<file path="src/rtl/acc_message_scheduler.sv">
// Purpose: SHA-256 message schedule; loads a 512-bit block, emits W_0..W_63 from a rolling 16-word window.
// Latency: W_0 visible the cycle after ms_init; each ms_enable advances one word on the next cycle.
// Backpressure: none; ms_enable paces the schedule, and ms_init restarts it (ms_init wins over ms_enable).
//
// Ports:
//   clk, rst_n         clock, asynchronous active-low reset
//   ms_init            load ms_block (sampled only in this cycle) and restart at round 0
//   ms_enable          advance to the next schedule word; ignored while no word is valid
//   ms_block           512-bit message block, word 0 in [511:480]
//   ms_w_out           current W_t, forced to 0 while ms_w_valid is low
//   ms_w_valid         ms_w_out holds a valid word
//   ms_round           index t of ms_w_out
//   ms_done            one-cycle pulse after W_63 has been consumed
//
// Build option: define ACC_MS_BYTE_SWAP_EN to byte-reverse each 32-bit word at load
// (little-endian memory images). Schedule arithmetic is the same in both builds.
module acc_message_scheduler #(
   parameter int WORD_WIDTH  = 32,
   parameter int BLOCK_WIDTH = 512,
   parameter int ROUND_COUNT = 64
) (
   input  logic                   clk,
   input  logic                   rst_n,
   input  logic                   ms_init,
   input  logic                   ms_enable,
   input  logic [BLOCK_WIDTH-1:0] ms_block,
   output logic [WORD_WIDTH-1:0]  ms_w_out,
   output logic                   ms_w_valid,
   output logic [5:0]             ms_round,
   output logic                   ms_done
);

   localparam int         NUM_WORDS  = BLOCK_WIDTH / WORD_WIDTH;
   localparam logic [5:0] LAST_ROUND = 6'(ROUND_COUNT - 1);

   typedef enum logic {
      S_IDLE = 1'b0,
      S_RUN  = 1'b1
   } state_t;

   state_t                state, state_nxt;
   logic [5:0]            round, round_nxt;
   logic                  done, done_nxt;
   logic                  load, adv;
   logic [WORD_WIDTH-1:0] w [NUM_WORDS];
   logic [WORD_WIDTH-1:0] load_word [NUM_WORDS];
   logic [WORD_WIDTH-1:0] w_new;

   function automatic logic [WORD_WIDTH-1:0] rotr(input logic [WORD_WIDTH-1:0] x, input int n);
      return (x >> n) | (x << (WORD_WIDTH - n));
   endfunction

   function automatic logic [WORD_WIDTH-1:0] sig0(input logic [WORD_WIDTH-1:0] x);
      return rotr(x, 7) ^ rotr(x, 18) ^ (x >> 3);
   endfunction

   function automatic logic [WORD_WIDTH-1:0] sig1(input logic [WORD_WIDTH-1:0] x);
      return rotr(x, 17) ^ rotr(x, 19) ^ (x >> 10);
   endfunction

   // Slice the block into words; optional byte reversal for little-endian images.
   always_comb begin
      for (int i = 0; i < NUM_WORDS; i++) begin
         logic [WORD_WIDTH-1:0] raw;
         raw = ms_block[BLOCK_WIDTH-1-WORD_WIDTH*i -: WORD_WIDTH];
`ifdef ACC_MS_BYTE_SWAP_EN
         load_word[i] = {raw[7:0], raw[15:8], raw[23:16], raw[31:24]};
`else
         load_word[i] = raw;
`endif
      end
   end

   // Window holds W_t..W_t+15, so W_t+16 only needs taps 0, 1, 9 and 14.
   assign w_new = sig1(w[14]) + w[9] + sig0(w[1]) + w[0];

   always_comb begin
      state_nxt = state;
      round_nxt = round;
      done_nxt  = 1'b0;
      load      = 1'b0;
      adv       = 1'b0;
      if (ms_init) begin
         load      = 1'b1;
         state_nxt = S_RUN;
         round_nxt = '0;
      end else if (ms_enable && state == S_RUN) begin
         if (round == LAST_ROUND) begin
            // Last word consumed; window contents are left stale.
            state_nxt = S_IDLE;
            round_nxt = '0;
            done_nxt  = 1'b1;
         end else begin
            adv       = 1'b1;
            round_nxt = round + 6'd1;
         end
      end
   end

   always_ff @(posedge clk or negedge rst_n) begin
      if (!rst_n) begin
         state <= S_IDLE;
         round <= '0;
         done  <= 1'b0;
         for (int i = 0; i < NUM_WORDS; i++) begin
            w[i] <= '0;
         end
      end else begin
         state <= state_nxt;
         round <= round_nxt;
         done  <= done_nxt;
         if (load) begin
            for (int i = 0; i < NUM_WORDS; i++) begin
               w[i] <= load_word[i];
            end
         end else if (adv) begin
            for (int i = 0; i < NUM_WORDS - 1; i++) begin
               w[i] <= w[i+1];
            end
            w[NUM_WORDS-1] <= w_new;
         end
      end
   end

   assign ms_w_valid = (state == S_RUN);
   assign ms_w_out   = ms_w_valid ? w[0] : '0;
   assign ms_round   = round;
   assign ms_done    = done;

endmodule

</file>
<file path="config.mk">
export PLATFORM = sky130hd
export DESIGN_NAME = acc_message_scheduler
export DESIGN_NICKNAME = d
export VERILOG_FILES = /design/src/rtl/acc_message_scheduler.sv
export SDC_FILE = /design/constraint.sdc
export NUM_CORES = 1
export LEC_CHECK = 0
export CAP_MARGIN = 20
export CELL_PAD_IN_SITES_DETAIL_PLACEMENT = 0
export CELL_PAD_IN_SITES_GLOBAL_PLACEMENT = 1
export CORE_MARGIN = 1
export CORE_UTILIZATION = 43
export CTS_CLUSTER_SIZE = 16
export DETAILED_ROUTE_END_ITERATION = 7
export HOLD_SLACK_MARGIN = 0.1
export PLACE_DENSITY = 0.91
export SLEW_MARGIN = 0
export SYNTH_ARGS = -nofsm -noshare
export SYNTH_HDL_FRONTEND = slang
export SYNTH_SLANG_ARGS = --single-unit
</file>
<file path="constraint.sdc">
create_clock -name clk -period 9.7 [get_ports clk]
set_input_delay 1.94 -clock clk [delete_from_list [all_inputs] [get_ports clk]]
set_output_delay 1.94 -clock clk [all_outputs]
set_load 0.05 [all_outputs]
</file>
# --- Word level (Yosys, flattened, before mapping) ---
# Cells that the tools add are included.
classes:
  n_bitwise: 8
  n_eq_ne: 1
  n_reduce_logical: 5
  n_mux: 16
  add_sub_neg: 4
op_table:
  columns: ["op", "count"]
  rows:
  - ["$mux W512", 2]
  - ["$add A32 B32 Y32", 3]
  - ["$xor A32 B32 Y32", 2]
  - ["$mux W32", 1]
  - ["$or A13 B32 Y32", 1]
  - ["$or A14 B32 Y32", 1]
  - ["$or A15 B32 Y32", 1]
  - ["$or A25 B32 Y32", 1]
  - ["$xor A32 B22 Y32", 1]
  - ["$xor A32 B29 Y32", 1]
  - ["$mux W6", 3]
  - ["$mux W1", 10]
  - ["$add A6 B1 Y6 const B", 1]
  - ["$eq A6 B6 Y1 const B", 1]
  - ["$reduce_bool A2 Y1", 3]
  - ["$reduce_and A2 Y1", 1]
  - ["$logic_and A1 B1 Y1", 1]
totals:
  word_cells: 53
  ff_bits: 520

# --- Logic depth before layout (Yosys ltp) ---
# Gate-level depths: netlist (run 1).
depth:
  depth_word: 8
  mapped_depth: 16
  mapped_depth_nobuf: 15

# --- Worst setup path after synthesis (run 1) ---
# Ideal clock, no wire load.
synth_timing:
  path_type: "register to register"
  from: "register w[50] (netlist bit)"
  to: "register w[17] (netlist bit)"
  t_arrival_ns: 3.684
  period_less_slack_ns: 3.808
  required_ns: 9.575
  path_slack_ns: 5.892
  path_stages_with_launch: 17
  setup_ns: 0.125
  cell_sequence: "dfrtp_1 clkbuf_1 xor2_1 xnor2_1 fa_1 inv_1 fa_1 ha_1 fa_1 a21o_1 nand4_1 a21oi_1 a211oi_4 o21ai_0 xnor2_1 o21ai_0 mux2_2"
synth_via:
  elab_chain_cells: 8
synth_rtl:
  columns: ["element", "line", "source"]
  rows:
  - ["start: declaration", "45", "logic [WORD_WIDTH-1:0] w [NUM_WORDS];"]
  - ["start signal: indexed assignment", "114", "w[i] <= load_word[i];"]
  - ["start signal: indexed assignment", "118", "w[i] <= w[i+1];"]
  - ["start signal: indexed assignment", "120", "w[NUM_WORDS-1] <= w_new;"]
  - ["$or A15 B32 Y32", "50", "return (x >> n) | (x << (WORD_WIDTH - n));"]
  - ["$xor A32 B32 Y32", "58", "return rotr(x, 17) ^ rotr(x, 19) ^ (x >> 10);"]
  - ["$xor A32 B22 Y32 (*)", "58", null]
  - ["$add A32 B32 Y32 (*) (3 in series)", "75", "assign w_new = sig1(w[14]) + w[9] + sig0(w[1]) + w[0];"]
  - ["$mux W512 (*)", "116", "end else if (adv) begin"]
  - ["$mux W512 (*)", "112", "if (load) begin"]
# Every way passes the cells marked *; elsewhere a longest branch is shown, timed or not. The select of a mux whose other input is x is not followed.
# A chain may end at the register's enable or synchronous reset.

# --- Worst setup path after layout (run 1) ---
layout_timing:
  from: "input port ms_enable"
  to: "register w[295] (netlist bit)"
layout_via:
  elab_chain_cells: 4
layout_rtl:
  columns: ["element", "line", "source"]
  rows:
  - ["start: declaration", "25", "input logic ms_enable,"]
  - ["$logic_and A1 B1 Y1", "87", "end else if (ms_enable && state == S_RUN) begin"]
  - ["$mux W1", "87", null]
  - ["$mux W1", "83", "if (ms_init) begin"]
  - ["$reduce_bool A2 Y1 (no source line)", null, null]
# No other way between the ends.

==> results of run 1 <==
==> through the flow <==
| stage | worst slack, ns | cells | utilization |
|---|---|---|---|
| 4_1_cts | 4.826 | 4195 | 0.5581 |
| 6_report | 4.897 | 4212 | 0.5591 |
| 3_3_place_gp | 4.301 | 4090 | 0.5285 |
| 5_1_grt | 4.704 | 4211 | 0.5591 |
| 2_1_floorplan | 5.892 | 2882 | - |
| 3_5_place_dp | 4.212 | 4090 | 0.5285 |
==> logic make-up (layout without fill, tap and decap cells) <==
family / after synthesis / count (layout) / synth area share
adders and majority gates: 94 / 94 / 0.05827
xor gates and xnor gates: 149 / 149 / 0.04632
buffers and inverters: 345 / 804 / 0.04872
DFF: 520 / 520 / 0.4619
other: 0 / 16 / 0
and+or+nand+nor: 659 / 659 / 0.09424
AOI/OAI and AO/OA: 627 / 627 / 0.1171
muxes: 488 / 488 / 0.1735
==> layout make-up <==
class,count,share of cell area
Tap cell,855,0.02963
Antenna cell,16,0.001109
Multi-Input combinational cell,2017,0.3820
Timing Repair Buffer,574,0.1611
Clock inverter,22,0.007866
Inverter,125,0.01299
Clock buffer,83,0.04498
Sequential cell,520,0.3604
==> cells in the mapped netlist (all sizes together) (2+ instances only) <==
library cell,instances
fa,62
mux2,2
clkbuf,161
o22ai,2
a21oi,66
o211ai,6
a21o,7
xor2,61
and4,2
and2,34
nand3,9
nor3b,6
a31oi,3
buf,59
mux2i,486
o221ai,7
xnor2,88
nand2,542
a211oi,4
nand4,4
a211o,2
inv,125
nor3,8
nor2,46
dfrtp,520
or3,2
or2,2
ha,32
o21ai,520
==> state kept, by name (all words and copies together) (netlist names) <==
signal and count:
ms_done 1, ms_w_valid 1, w 512, ms_round 6
==> metal layers <==
layer  part of all wire  track usage  vias to the layer above
met3              0.064      0.04839                      160
met4              0.035       0.1091                        8
met1               0.44       0.4012                    11123
met2               0.46       0.4610                      776
met5            0.00056            0                        -
li1                   -            -                    10542
==> worst max-delay path by stage <==
stage	start	to	slack, ns	cells past startpoint
finish	ms_enable	w[295]$_DFFE_PN0P_	4.90	7
global route	ms_enable	w[258]$_DFFE_PN0P_	4.70	7
CTS	ms_w_valid$_DFFE_PN0P_	ms_w_out[3]	4.83	2
detailed placement	ms_enable	w[295]$_DFFE_PN0P_	4.21	7
global placement	ms_enable	w[330]$_DFFE_PN0P_	4.30	7
floorplan	w[50]$_DFFE_PN0P_	w[17]$_DFFE_PN0P_	5.89	16
==> worst min-delay path, cell delays in order, from the launching register on <==
cell     delay (ns)
dfrtp_1        0.34
mux2i_1        0.07
o21ai_1        0.11
==> report_power, final <==
group          switching (mW)  total [mW]  internal [mW]
Sequential              0.383        2.85           2.47
Clock                   0.942        2.24           1.30
Combinational            2.46        4.18           1.72
==> reports/metrics.cfg, run 1 <==
[synth]
synth_top_area_frac=0.4619
synth_edf_count=0
ys_ff_latch=520
avgSynthCellArea_sq_um=9.775
synthTopCellsByArea=dfrtp_1 (46%), mux2i_1 (17%), o21ai_0 (9.0%)
ys.flop_type=dfrtp_1
synth_seq_area_share=0.4619
yosys.area.top_type=dfrtp_1
synthArstFlopShare=1.000
synth.distinct_cells=52
ys_warn_count=0
syn_area_sq_mm=0.02817
synth_fp_nets=3492
syn-instance-count=2882

[cells_and_area]
design_area_sq_mm=0.03611
layout_common_cells=clkdlybuf4s50_1 (553), nand2_1 (542), dfrtp_1 (520)
post_route_cells_drive_above_1_share=0.03682
multi_input_area_sq_mm=0.01379
layout_commonest_cell=clkdlybuf4s50_1
final_nets=3904
regArea_sq_mm=0.01301
syn_to_final_growth_pct=28.18
nFillCells=5736

[timing]
fmax_mhz=208.2
hold_ws_ns=0.5557
maxSlewViolCount=0
fin_crit_sh=0.4952
hold_viol_final=0
skew_ns=0.04096
rsz0062_at_grt=false
setup_tns_ns=0
tightest_slew_ns=0.9824
timing.slew.headroom=0.3451
min_period_ns=4.803
setup_viol=0

[worst_hold_path]
hp-class=reg2reg
min_from=w[447]$_DFFE_PN0P_
min_to=w[479]$_DFFE_PN0P_
hold_depth=2

[critical_path]
worstPathCellList=clkdlybuf4s50_1 > nand2_1 > nor2_4 > buf_12 > buf_4 > mux2i_1 > o21ai_0
crit_type=in2reg
reg2reg_depth=15
crit_slowest_cell=buf_4
max_stage_delay_ns=0.80
r2r_start=w[50]$_DFFE_PN0P_
crit_family=buffers and inverters
cp.arrival_ns=5.25
startpoint_type=primary input
worst_ep_required_time_ns=10.15
r2r_end=w[31]$_DFFE_PN0P_
cp_max_fo=121
crit_buf_inv=3
r2r_slack_ns=5.21
worst_setup_path_end_kind=register

[place]
place_area_sq_mm=0.03413
port_buffers=555
gp_congestion=0.9289
hpwl_mm=74.51

[detailed_routing]
first_pass_iters=5
vias_per_cell=5.368
ant_nets=0
drc=0
wirelength_mm=98.25
drt-wirelength-per-cell_um=23.33
drt-initial-drc-count=2136
via_count=22609

[clock_network]
ctsResizeCount=0
clkTransAtPathRegs_ns=0.06
clkSinkCount=520
cts_root_buf=clkbuf_16
cts_buffers=56
clock_path_buffers=3
clkLatencyLatePin_ns=0.63
postCtsHoldBufs=0
cts_setup_buffers=0
cts_max_level=2
cts_tree=yes

[floorplan]
core_region_area_sq_mm=0.06458
row_count=93
start_util=0.4362
die_area_sq_mm=0.06654
die_w_um=258.0
io_pins=556
dieHeight_um=258.0

[global_route]
grt_max_degree=280
grt_pass1_vias=22342
grt_pass1_wl_mm=142.9
grt.overflow.total=0
antenna_found_initial=22
grt_use_total=0.2912

[power_and_ir_drop]
vdd_drop_max_v=0.0002671
finalPower_mw=9.274
power_density_mw_per_mm2=256.8
cellLeakagePower_nw=16.47

[outcome]
status=finished clean

[job]
maxCapViolations=0

Note: power is estimated with default switching activity, not from simulation.
==> inputs of run 2 (changes only) <==
--- a/config.mk
+++ b/config.mk
@@ -9,11 +9,11 @@
 export CELL_PAD_IN_SITES_DETAIL_PLACEMENT = 0
 export CELL_PAD_IN_SITES_GLOBAL_PLACEMENT = 1
 export CORE_MARGIN = 1
-export CORE_UTILIZATION = 43
+export CORE_UTILIZATION = 40
 export CTS_CLUSTER_SIZE = 16
 export DETAILED_ROUTE_END_ITERATION = 7
 export HOLD_SLACK_MARGIN = 0.1
-export PLACE_DENSITY = 0.91
+export PLACE_DENSITY = 0.86
 export SLEW_MARGIN = 0
 export SYNTH_ARGS = -nofsm -noshare
 export SYNTH_HDL_FRONTEND = slang
==> constraint.sdc (replaced) <==
create_clock -name clk -period 4.65 [get_ports clk]
set_input_delay 0.93 -clock clk [delete_from_list [all_inputs] [get_ports clk]]
set_output_delay 0.93 -clock clk [all_outputs]
set_load 0.05 [all_outputs]
==> reports/metrics.cfg, run 2 (synthesis gave the netlist of run 1 again) <==
[power_and_ir_drop]
cellLeakagePower_nw=16.70  ; +1.4%
finalPower_mw=20.00  ; +120%
vdd_drop_max_v=0.0003977  ; +49%
power_density_mw_per_mm2=545.7  ; +110%

[worst_hold_path]
hp-class=in2async

[floorplan]
dieHeight_um=267.4  ; +3.7%
die_area_sq_mm=0.07149  ; +7.4%
io_pins=556  ; unchanged
core_region_area_sq_mm=0.06919  ; +7.1%
die_w_um=267.4  ; +3.7%
start_util=0.4072  ; -0.02904
row_count=96  ; +3.2%

[detailed_routing]
wl_met1_mm=45.42  ; +6.0%
dr_wl_met3_mm=6.997  ; +11%
drt-wirelength-per-cell_um=24.22  ; +3.8%
ant_nets=0  ; unchanged
vias_per_cell=5.248  ; -2.2%
route.met2.wl_mm=49.02  ; +7.5%
via_count=22650  ; +0.18%
drc=0  ; unchanged
first_pass_iters=6  ; +1
wirelength_mm=104.5  ; +6.4%
drt-initial-drc-count=2034  ; -4.8%
top_layer_used=met5

[clock_network]
clkTransAtPathRegs_ns=0.07  ; about the same
cts_buffers=58  ; +3.6%
postCtsHoldBufs=0  ; unchanged
cts_setup_buffers=0  ; unchanged
cts_max_level=2  ; unchanged
clkLatencyLatePin_ns=0.62  ; about the same
ctsResizeCount=0  ; unchanged
cts_root_buf=clkbuf_16
cts_tree=yes
clock_path_buffers=3  ; unchanged
clkSinkCount=520  ; unchanged

[cells_and_area]
final_nets=3934  ; +0.77%
syn_to_final_growth_pct=30.11
nFillCells=6240  ; +8.8%
regArea_sq_mm=0.01301  ; unchanged
post_route_cells_drive_above_1_share=0.04659  ; +0.009772
largest_reg_flops=512  ; unchanged
top_register=w
layout_common_cells=clkdlybuf4s50_1 (553), nand2_1 (542), dfrtp_1 (520)
multi_input_area_sq_mm=0.01379  ; unchanged
layout_commonest_cell=clkdlybuf4s50_1

[place]
gp_congestion=0.9754  ; +5.0%
port_buffers=555  ; unchanged
hpwl_mm=81.17  ; +8.9%

[critical_path]
startpoint_type=register
worstPathCellList=xor2_1 > xnor2_1 > fa_1 > fa_1 > inv_1 > ha_1 > a21oi_1 > o211ai_2 > or3b_1 > a21oi_2 > nor3_1 > o41ai_2 > xor2_1 > o221ai_1
reg2reg_depth=14  ; -1
crit_type=reg2reg
r2r_start=w[56]$_DFFE_PN0P_
cp.arrival_ns=4.77  ; -0.48 ns
cp_max_fo=5  ; -96%
max_stage_delay_ns=0.52  ; -0.28 ns
worst_setup_path_end_kind=register
r2r_slack_ns=0.34  ; -4.87 ns
worst_ep_required_time_ns=5.10  ; -5.05 ns
crit_slowest_cell=dfrtp_1
r2r_end=w[30]$_DFFE_PN0P_

[timing]
fin_crit_sh=0.9273
tightest_slew_ns=0.8532  ; -0.1292 ns
rsz0062_at_grt=false
min_period_ns=4.312
skew_ns=0.02510  ; -0.01586 ns
setup_viol=0  ; unchanged
timing.slew.headroom=0.4312  ; +0.08614
setup_tns_ns=0  ; unchanged
hold_ws_ns=0.3883  ; -0.1674 ns
fmax_mhz=231.9
maxSlewViolCount=0  ; unchanged
hold_viol_final=0  ; unchanged

[global_route]
grt_pass1_wl_mm=151.2  ; +5.8%
grt_use_total=0.2915  ; about the same
antenna_found_initial=19  ; -14%
grt_pass1_vias=22417  ; +0.34%
grt.overflow.total=0  ; unchanged
grt_max_degree=172  ; -39%

[outcome]
status=finished clean

[job]
maxCapViolations=0  ; unchanged

[run 2: cell count changes in the layout (fill, tap and decap cells not counted)]
cell,delta
buf_12,+10
buf_4,+18
bufinv_16,+3
clkbuf_1,-5
clkbuf_16,+1
clkbuf_8,+1
clkinvlp_4,+2
diode_2,-1
inv_6,-1
[run 2: power by group]
part	leakage, nW	switching, mW	internal [mW]
Clock	0.985	1.99	2.92
Combinational	9.38	5.50	3.66
Sequential	6.33	0.785	5.15
[run 2: final cells by class]
type | count | share of cell area
Multi-Input combinational cell | 2017 | 0.3763
Sequential cell | 520 | 0.3550
Timing Repair Buffer | 602 | 0.1678
Clock buffer | 80 | 0.04485
Tap cell | 931 | 0.03178
Inverter | 125 | 0.01280
Clock inverter | 26 | 0.01038
Antenna cell | 15 | 0.001024
[run 2: stage by stage]
stage          cell area, sq um  worst slack, ns    util  cells
2_1_floorplan             28170           0.8416       -   2882
3_3_place_gp              34560           0.3868  0.4996   4194
3_5_place_dp              34560           0.3709  0.4996   4194
4_1_cts                   36590           0.3499  0.5288   4300
5_1_grt                   36640           0.1491  0.5296   4312
6_report                  36650           0.3380  0.5298   4316
[run 2: how the worst max path moves through the flow]
stage / endpoint / start / cells after the start
2_1_floorplan: w[17]$_DFFE_PN0P_ / w[50]$_DFFE_PN0P_ / 16
3_3_place_gp: w[30]$_DFFE_PN0P_ / w[59]$_DFFE_PN0P_ / 14
3_5_place_dp: w[30]$_DFFE_PN0P_ / w[59]$_DFFE_PN0P_ / 14
4_1_cts: w[30]$_DFFE_PN0P_ / w[56]$_DFFE_PN0P_ / 14
5_1_grt: w[27]$_DFFE_PN0P_ / w[43]$_DFFE_PN0P_ / 15
6_report: w[30]$_DFFE_PN0P_ / w[56]$_DFFE_PN0P_ / 14
[run 2: worst max-delay path: cells and delay by family, from the launching register on]
family	cells	cell delay (ns)
compound gates	5	0.89
xor+xnor	3	0.83
fa+ha+maj	3	1.34
buf+inv	1	0.04
flops	1	0.52
simple gates	2	0.51
[run 2: per-layer routing]
metal | vias up | track usage
met4 | 10 | 0.09149
met5 | - | 0
li1 | 10599 | -
met1 | 11148 | 0.4027
met3 | 141 | 0.05232
met2 | 752 | 0.4633
==> inputs of run 3 (changes only) <==
==> constraint.sdc (replaced) <==
create_clock -name clk -period 4.65 [get_ports clk]
set_input_delay 0.93 -clock clk [delete_from_list [all_inputs] [get_ports clk]]
set_output_delay 0.93 -clock clk [all_outputs]
set_load 0.01 [all_outputs]
==> reports/metrics.cfg, run 3 (synthesis gave the netlist of run 1 again) <==
[critical_path]
cp.arrival_ns=4.75  ; -0.02 ns
r2r_end=w[30]$_DFFE_PN0P_
worst_setup_path_end_kind=register
crit_type=reg2reg
cp_max_fo=6  ; +1
reg2reg_depth=14  ; unchanged
r2r_slack_ns=0.35  ; +0.02 ns
startpoint_type=register
worst_ep_required_time_ns=5.10  ; about the same
r2r_start=w[59]$_DFFE_PN0P_

[cells_and_area]
layout_common_cells=clkdlybuf4s50_1 (553), nand2_1 (542), dfrtp_1 (520)
top_register=w
post_route_cells_drive_above_1_share=0.04509  ; -0.001497
final_util=0.5291  ; -0.0007050
largest_reg_flops=512  ; unchanged
final_nets=3935  ; +0.025%
design_area_sq_mm=0.03661  ; -0.13%
final-instance-count-excl-fill=4312  ; -0.093%
syn_to_final_growth_pct=29.93
layout_commonest_cell=clkdlybuf4s50_1

[global_route]
grt_max_degree=172  ; unchanged
antenna_found_initial=20  ; +1
grt.overflow.total=0  ; unchanged
grt_use_total=0.2924  ; +0.0008855
grt_pass1_vias=22372  ; -0.20%
grt_pass1_wl_mm=151.4  ; +0.15%

[worst_hold_path]
hp-class=in2async

[timing]
setup_viol=0  ; unchanged
timing.slew.headroom=0.4286  ; -0.002584
rsz0062_at_grt=false
tightest_slew_ns=0.8570  ; +0.003877 ns
skew_ns=0.02046  ; -0.004635 ns
fin_crit_sh=0.9240  ; -0.003283
hold_ws_ns=0.3941  ; +0.005791 ns
hold_viol_final=0  ; unchanged
maxSlewViolCount=0  ; unchanged
fmax_mhz=232.7  ; +0.36%
setup_tns_ns=0  ; unchanged
min_period_ns=4.297  ; -0.01526 ns

[floorplan]
start_util=0.4072  ; unchanged
die_w_um=267.4  ; unchanged
row_count=96  ; unchanged
core_region_area_sq_mm=0.06919  ; unchanged
die_area_sq_mm=0.07149  ; unchanged
io_pins=556  ; unchanged
dieHeight_um=267.4  ; unchanged

[place]
gp_congestion=0.9776  ; +0.23%
port_buffers=555  ; unchanged
dp.cells=4195  ; +0.024%
hpwl_mm=81.55  ; +0.48%
place_area_sq_mm=0.03457  ; about the same

[job]
maxCapViolations=0  ; unchanged

[clock_network]
cts_buffers=59  ; +1.7%
ctsResizeCount=0  ; unchanged
postCtsHoldBufs=0  ; unchanged
cts_max_level=2  ; unchanged
clkLatencyLatePin_ns=0.62  ; about the same
cts_tree=yes
clkTransAtPathRegs_ns=0.06  ; about the same
clock_path_buffers=3  ; unchanged
cts_setup_buffers=0  ; unchanged
clkSinkCount=520  ; unchanged
cts_root_buf=clkbuf_16

[power_and_ir_drop]
cellLeakagePower_nw=16.68  ; -0.12%
vdd_drop_max_v=0.0003823  ; -3.9%
power_density_mw_per_mm2=541.8  ; -0.71%

[detailed_routing]
vias_per_cell=5.234  ; -0.26%
wirelength_mm=104.6  ; about the same
drc=0  ; unchanged
via_count=22570  ; -0.35%
first_pass_iters=5  ; -1
drt-wirelength-per-cell_um=24.27  ; +0.19%
ant_nets=0  ; unchanged
drt-initial-drc-count=2264  ; +11%

[outcome]
status=finished clean

[run 3: cell types whose count changed in the layout (fill, tap and decap cells not counted), moves of 3 or more]
cell	change
clkinv_2	-5
clkbuf_1	+6
bufinv_16	-3
diode_2	-5
clkbuf_8	+3
[run 3: power by group]
part           switching (mW)  internal [mW]
logic                    5.39           3.66
registers               0.792           5.15
clock network            1.96           2.87
total                    8.15           11.7
[run 3: how the worst max path moves through the flow]
stage	startpoint	to	slack, ns	cells past startpoint
6_report	w[59]$_DFFE_PN0P_	w[30]$_DFFE_PN0P_	0.35	14
2_1_floorplan	w[50]$_DFFE_PN0P_	w[17]$_DFFE_PN0P_	0.84	16
5_1_grt	w[56]$_DFFE_PN0P_	w[30]$_DFFE_PN0P_	0.13	14
3_3_place_gp	w[59]$_DFFE_PN0P_	w[30]$_DFFE_PN0P_	0.39	14
4_1_cts	w[59]$_DFFE_PN0P_	w[30]$_DFFE_PN0P_	0.34	14
3_5_place_dp	w[59]$_DFFE_PN0P_	w[30]$_DFFE_PN0P_	0.32	14
[run 3: cell type report]
cell class              instances  area [sq um]
fillers                      6349         32580
multi-input cells            2017         13790
repair buffers                602          6131
flip-flops and latches        520         13010
diodes                         10         25.02
inverters                     125         469.2
well taps                     931          1165
clock buffers                  91          1758
clock inverters                16         250.2
[run 3: layer usage]
layer,global-route usage,vias up,part of all wire
li1,-,10592,-
met1,0.3999,11045,0.43
met2,0.4724,773,0.47
met3,0.05554,142,0.071
met4,0.07999,18,0.024
met5,0,-,0.0012
[run 3: per-stage QoR]
step / power, mW / setup slack (ns)
floorplan: 11.58 / 0.8416
global placement: 15.02 / 0.3904
detailed placement: 14.91 / 0.3235
CTS: 19.79 / 0.3432
global route: 20.95 / 0.1350
finish: 19.83 / 0.3533
[run 3: worst max-delay path: stages (launching register included)]
cell and delay, ns:
dfrtp_1 0.52, xor2_1 0.23, xnor2_1 0.22, fa_1 0.49, fa_1 0.51, inv_1 0.06, ha_1 0.38, a21oi_2 0.23
o211ai_2 0.14, or3b_1 0.40, a21oi_2 0.19, nor3_1 0.11, o41ai_2 0.24, xor2_1 0.27, o221ai_1 0.14
